$ cat config.mk
export PLATFORM = sky130hd
export DESIGN_NAME = sigmoid_rr_sched
export DESIGN_NICKNAME = d
export VERILOG_FILES = /design/src/rtl/sigmoid_rr_sched.sv
export SDC_FILE = /design/constraint.sdc
export NUM_CORES = 1
export LEC_CHECK = 0
export ABC_AREA = 1
export CAP_MARGIN = 40
export CORE_MARGIN = 2
export CORE_UTILIZATION = 39
export DETAILED_ROUTE_END_ITERATION = 12
export PLACE_DENSITY = 0.83
export SLEW_MARGIN = 5
export SYNTH_ARGS = -nofsm -noshare
export SYNTH_HDL_FRONTEND = slang
export SYNTH_SLANG_ARGS = --single-unit
$ cat constraint.sdc
create_clock -name clk -period 1.9 [get_ports clk]
set_input_delay 0.285 -clock clk [delete_from_list [all_inputs] [get_ports clk]]
set_output_delay 0.285 -clock clk [all_outputs]
set_load 0.03 [all_outputs]
$ cat src/rtl/sigmoid_rr_sched.sv
// Round-robin front end that time-shares one sigmoid_taylor core among N_REQ
// requesters, with one transaction in flight from grant to response.
module sigmoid_rr_sched #(
  parameter int N_REQ = 4,
  parameter int DW    = 12
) (
  input  logic                  clk,
  input  logic                  rst_n,
  input  logic [N_REQ-1:0]      req_valid,
  input  logic [N_REQ*DW-1:0]   req_x,
  output logic [N_REQ-1:0]      req_ready,
  output logic [N_REQ-1:0]      rsp_valid,
  output logic [DW-1:0]         rsp_fx,
  input  logic [N_REQ-1:0]      rsp_ready,
  output logic [DW-1:0]         core_x,
  input  logic [DW-1:0]         core_fx,
  output logic                  busy,
  output logic [15:0]           done_cnt
);

  localparam int IW = $clog2(N_REQ);

  typedef enum logic [1:0] {IDLE, CALC, CAPT, RESP} state_t;

  state_t          state;
  logic [DW-1:0]   x_reg;
  logic [DW-1:0]   fx_reg;
  logic [IW-1:0]   owner;
  logic [IW-1:0]   last_g;
  logic [IW-1:0]   winner;
  logic [IW-1:0]   cand;
  logic            found;
  logic [15:0]     cnt_q;

  // Search starts just past the last completed owner, so it ends up last in line.
  always_comb begin
    found  = 1'b0;
    winner = '0;
    cand   = '0;
    for (int k = 1; k <= N_REQ; k++) begin
      cand = IW'((int'(last_g) + k) % N_REQ);
      if (!found && req_valid[cand]) begin
        found  = 1'b1;
        winner = cand;
      end
    end
  end

  // Grant is gated by reset so every output shows its reset value while rst_n is low.
  assign req_ready = (rst_n && state == IDLE && found) ? (N_REQ'(1) << winner) : '0;
  assign rsp_valid = (state == RESP) ? (N_REQ'(1) << owner) : '0;
  assign rsp_fx    = (state == RESP) ? fx_reg : '0;
  assign busy      = (state != IDLE);
  assign core_x    = x_reg;
  assign done_cnt  = cnt_q;

  always_ff @(posedge clk or negedge rst_n) begin
    if (!rst_n) begin
      state  <= IDLE;
      x_reg  <= '0;
      fx_reg <= '0;
      owner  <= '0;
      last_g <= IW'(N_REQ - 1);
      cnt_q  <= '0;
    end else begin
      case (state)
        IDLE: begin
          if (found) begin
            x_reg <= req_x[int'(winner)*DW +: DW];
            owner <= winner;
            state <= CALC;
          end
        end
        CALC: state <= CAPT;
        CAPT: begin
          fx_reg <= core_fx;
          state  <= RESP;
        end
        RESP: begin
          if (rsp_ready[owner]) begin
            last_g <= owner;
            cnt_q  <= cnt_q + 16'd1;
            state  <= IDLE;
          end
        end
      endcase
    end
  end

endmodule

# Yosys cells after proc, flatten, opt, wreduce, memory -nomap -nowiden

Cells that the tools add are included.

Word-level logic and storage cells: 62
Register bits after elaboration: 46
Bits of input ports: 70

Reduce and logical (&&, ||, !) cells: 13
Multiplexer cells: 24
Multiply operators: 1
Add/sub/neg operators: 5
Shifts and indexed selects: 3
Equality and inequality tests: 5
Magnitude comparators: 5

Operator list:

| operator                                                              | number |
|---|---|
| 48-bit by 7-bit indexed part select with 12-bit output                | 1 |
| 16-bit by 1-bit adder with 16-bit output (second input constant)      | 1 |
| 2-bit by 3-bit < comparator with 1-bit output (second input constant) | 5 |
| 12-bit two-way mux                                                    | 1 |
| 2-bit two-way mux                                                     | 6 |
| 1-bit binary-select mux with 2-bit select                             | 5 |
| 1-bit two-way mux                                                     | 9 |
| 4-bit two-way mux                                                     | 2 |
| 2-bit one-hot mux with 4 select lines                                 | 1 |
| 1-bit by 2-bit << shifter with 4-bit output (first input constant)    | 2 |
| 2-bit AND reduction                                                   | 3 |
| 1-bit logical AND                                                     | 5 |
| 2-bit by 1-bit adder with 2-bit output (second input constant)        | 2 |
| 2-bit adder (second input constant)                                   | 2 |
| 2-bit == test (second input constant)                                 | 2 |
| 2-bit by 2-bit multiplier with 4-bit output (second input constant)   | 1 |
| 1-bit logical NOT                                                     | 3 |
| 2-bit by 1-bit == test with 1-bit output (second input constant)      | 1 |
| 2-bit logical NOT                                                     | 1 |
| 2-bit by 1-bit != test with 1-bit output (second input constant)      | 1 |
| 2-bit != test (second input constant)                                 | 1 |
| 2-bit nonzero test                                                    | 1 |

# Depth between registers and ports, before layout

Depth in word-level cells: 15
Gate-level depth with buffers: 17
Depth with buffers taken out: 15

# Worst setup path before layout

OpenSTA, ideal clock, no wires.

Path kind: register to output
Start point: reg last_g[1]
End point: out req_ready[1]
Slack: -0.651 ns
Arrival: 2.266 ns
Buffers on the path: 2
Stages on the path, launching flop included: 13
Cells stage by stage: dfstp_2 buf_2 inv_2 nand2_1 nand2_2 nand2_2 nand2_4 nor2_8 nand4_4 nand3_4 buf_6 inv_1 nor3_1

Cells in the longest elaborated chain, start to end: 15

RTL lines:

| element                                                                          | RTL line | source |
|---|---|---|
| start, declared                                                                  | 29       | `logic [IW-1:0] last_g;` |
| start signal, assigned                                                           | 63       | `last_g <= IW'(N_REQ - 1);` |
| start signal, assigned                                                           | 81       | `last_g <= owner;` |
| 2-bit by 1-bit adder with 2-bit output                                           | 41       | `cand = IW'((int'(last_g) + k) % N_REQ);` |
| 1-bit binary-select mux with 2-bit select                                        | 42       | `if (!found && req_valid[cand]) begin` |
| 1-bit two-way mux (not written as such)                                          | 42       |  |
| 1-bit two-way mux                                                                | 42       |  |
| 1-bit logical NOT                                                                | 42       |  |
| 1-bit logical AND                                                                | 42       |  |
| 1-bit two-way mux                                                                | 42       |  |
| 1-bit logical NOT                                                                | 42       |  |
| 1-bit logical AND                                                                | 42       |  |
| 1-bit two-way mux                                                                | 42       |  |
| 1-bit logical NOT                                                                | 42       |  |
| 1-bit logical AND                                                                | 42       |  |
| 2-bit two-way mux or 1-bit two-way mux (tied branches)                           | 42       |  |
| 1-bit by 2-bit << shifter with 4-bit output or 1-bit logical AND (tied branches) | 50       | `assign req_ready = (rst_n && state == IDLE && found) ? (N_REQ'(1) << winner) : '0;` |
| 4-bit two-way mux (*)                                                            | 50       |  |
| end, declared                                                                    | 11       | `output logic [N_REQ-1:0] req_ready,` |

Mark *: on every way between the ends. The rest lies on a longest branch, timed or not. The select of a mux whose other input is x is not followed.

# Final worst setup path

Start point: reg last_g[0]
End point: out req_ready[3]

Same word-level chain as after synthesis.

==> flow_summary_export.csv <==
group,metric,value,unit
sta,setup_slack,-0.553,ns
place,hpwl,6260,um
power_and_ir_drop,powerDensity,1960,nW/um^2
sta,worst_slew_pin_slew,0.587,ns
cells_and_area,fillers,603,
cells_and_area,multi_input_area,1760,um^2
setup_path,r2r_end,"core_x[3]$_DFFE_PN0P_",
sta,period_minus_slack,2.45,ns
cells_and_area,nets,603,
sta,fin_crit_sh,129,%
global_routing,antenna_found_initial,0,
logic_synthesis,synthDistinctLibCells,32,
logic_synthesis,synth_cells,384,
sta,rsz0062_at_grt,"yes",
setup_path,crit_path_end,"req_ready[3]",
cells_and_area,seq_area,1150,um^2
logic_synthesis,synthXorXnorAreaFrac,4.22,%
clock_network,clk_path_buf_depth,2,
job,drv_cap,0,
setup_path,crit_fanout,8,
logic_synthesis,synth_compound_gate_area_share,1.68,%
setup_path,crit_start,"last_g[0]$_DFFE_PN1P_",
place,routabilityCongestion,0.990,
outcome,outcome,"finished, violations left",
cells_and_area,final_util,64.9,%
logic_synthesis,synth_mux_area_share,4.65,%
route,drt_wl_total,8680,um
cells_and_area,antenna_cells,0,
setup_path,critPathKind,"flop to output port",
sta,setup_violations,20,
route,dr_total_vias,3084,
place,dpl_cell_area,4370,um^2
logic_synthesis,async_reset_ff_share,100,%
logic_synthesis,synth_edf_count,0,
clock_network,clk_pin_slew,0.08,ns
sta,drv_slew,0,
logic_synthesis,synth-seq-cells,46,
logic_synthesis,synth_top_area_cell,"dfrtp_1",
setup_path,critPathLaunchType,"flop",
clock_network,cts_hold_buf,0,
global_routing,track_usage,21.2,%
setup_path,r2r_cells,17,
floorplan,die_x,90.4,um
clock_network,cts.sinks,46,
logic_synthesis,ys_seq_area_share,39.7,%
logic_synthesis,ys_warn_count,0,
cells_and_area,stdcell_area,4710,um^2
cells_and_area,drive_gt1_share,25.5,%
sta,fmax,0.408,GHz
clock_network,cts_made_buffers,5,
sta,slew_headroom,60.9,%
route,drtPass1Iterations,4,
global_routing,grt_pass1_vias,3132,
route,viasPerCell,4.91,
outcome,violations,"negative setup slack",
cells_and_area,largest_register_ffs,16,
global_routing,grt_max_degree,47,
logic_synthesis,synth_area_leaders,"dfrtp_1, nand2_1, nand4_1, mux2_2, inv_1",
global_routing,grt_pass1_wl,14400,um
clock_network,h-tree-depth,2,
setup_path,r2r_slack,-0.40,ns
power_and_ir_drop,p_leak,2.36,nW
route,drc_errors,0,
logic_synthesis,synth_fa_ha_area_share,2.15,%
clock_network,clock_latency,0.29,ns
setup_path,r2r_start,"last_g[0]$_DFFE_PN1P_",
route,wl_per_cell,13.8,um
sta,hold_viol,0,
hold_path,hold_path.class,"input pin to asynchronous set/reset pin",
logic_synthesis,synth_top_family_by_area,"simple AND/OR/NAND/NOR gates",
logic_synthesis,syn_area_per_cell,7.58,um^2
floorplan,num_io_pins,119,
power_and_ir_drop,peakVddDrop,0.974,mV
logic_synthesis,yosys.area_share.simple,39.9,%
floorplan,fp-row-count,31,
setup_path,cp.required,1.62,ns
logic_synthesis,synth_common_cells,"nand2_1, dfrtp_1, nand4_1",
clock_network,cts_tree,"yes",
sta,fin_skew,0.00947,ns
logic_synthesis,yosysMostFrequentCell,"nand2_1",
route,dr.first_iter.drc_count,101,
global_routing,overflow,0,
clock_network,cts_root_buffer,"clkbuf_8",
floorplan,dieArea,8170,um^2
logic_synthesis,syn-cell-area,2910,um^2
setup_path,worstSetupEndpointType,"output port",
logic_synthesis,syn_nets,459,
logic_synthesis,ys.flop_type,"dfrtp_1",
cells_and_area,syn2layout_area_growth,61.9,%
setup_path,crit_arrival,2.17,ns
logic_synthesis,yosysTopAreaCellShare,37.8,%
route,postRouteAntennaNets,0,
floorplan,initial_core_util,40.1,%
floorplan,fp.dieH,90.4,um
floorplan,coreArea,7250,um^2
place,port_buffers,118,
how the worst min path moves through the flow:
stage / end / from
after global placement: fx_reg[5]$_DFFE_PN0P_ / rst_n
after global routing: fx_reg[3]$_DFFE_PN0P_ / rst_n
after floorplan: core_x[0]$_DFFE_PN0P_ / rst_n
after CTS: fx_reg[6]$_DFFE_PN0P_ / rst_n
after detailed placement: done_cnt[15]$_DFFE_PN0P_ / done_cnt[15]$_DFFE_PN0P_
final: fx_reg[3]$_DFFE_PN0P_ / rst_n
cell type report:
cell class                 instances  share of cell area (%)
sequential                        46                    24.5
inverter                          33                    2.84
multi-input combinational        289                    37.3
clock inverter                     2                   0.266
timing repair buffer             153                    30.7
tap                               99                    2.63
clock buffer                       6                    1.75
logic make-up after synthesis:
| kind of cell | count (synthesis) |
|---|---|
| buf+inv | 49 |
| mux | 12 |
| xor+xnor | 14 |
| compound gates | 9 |
| simple gates | 249 |
| flops | 46 |
| fa+ha+maj | 5 |
metrics by stage:
stage	power (mW)	hold slack (ns)	setup WS (ns)	instances	setup TNS, ns
detailed placement	7.60	0.462	-0.346	613	-5.70
global placement	7.47	0.457	-0.307	613	-4.88
floorplan	5.84	-0.0106	-0.264	384	-0.906
finish	9.23	0.172	-0.553	628	-6.96
CTS	9.10	0.189	-0.541	631	-7.04
global route	9.93	0.215	-0.674	628	-9.46
routing by layer:
layer | global-route usage [%] | wire length (um) | vias up
met5 | 0 | 0 | -
met4 | 5.38 | 99 | 0
met3 | 4.67 | 531 | 8
met2 | 37.7 | 4320 | 111
met1 | 26.0 | 3720 | 1443
li1 | - | - | 1522
layout by cell type, fill, tap and decap left out, types with 5 or more instances in the layout:
master / Yosys / routed
buf_4: 0 / 46
buf_6: 3 / 6
clkbuf_8: 0 / 6
clkdlybuf4s50_1: 0 / 96
dfrtp_1: 44 / 43
ha_1: 5 / 5
inv_1: 30 / 26
inv_2: 2 / 5
mux2_2: 12 / 12
nand2_1: 170 / 151
nand2_2: 8 / 14
nand2_4: 2 / 14
nand3_1: 13 / 10
nand4_1: 33 / 33
nor2_1: 5 / 5
xnor2_1: 8 / 8
xor2_1: 6 / 6
power breakdown:
group,internal (mW),switching (mW)
sequential,1.37,0.286
combinational,2.88,4.08
clock,0.292,0.315
total,4.55,4.68
worst max-delay path, cell delays in order, from the launching register on:
cell	delay [ns]
dfstp_2	0.67
inv_8	0.09
nand2_4	0.07
nand2_4	0.06
buf_4	0.14
o21ai_4	0.17
nand3_1	0.11
nand3_2	0.12
inv_2	0.09
nor3_4	0.20
buf_6	0.15
timing repair:
item                                    in CTS  in global routing
resized for setup                           32                 19
buffers inserted                            14                  1
pin swaps                                   17                  8
cloned                                       1                  0
endpoints found under the setup margin      21                 27
No activity file was read; power rests on OpenSTA's default activity.
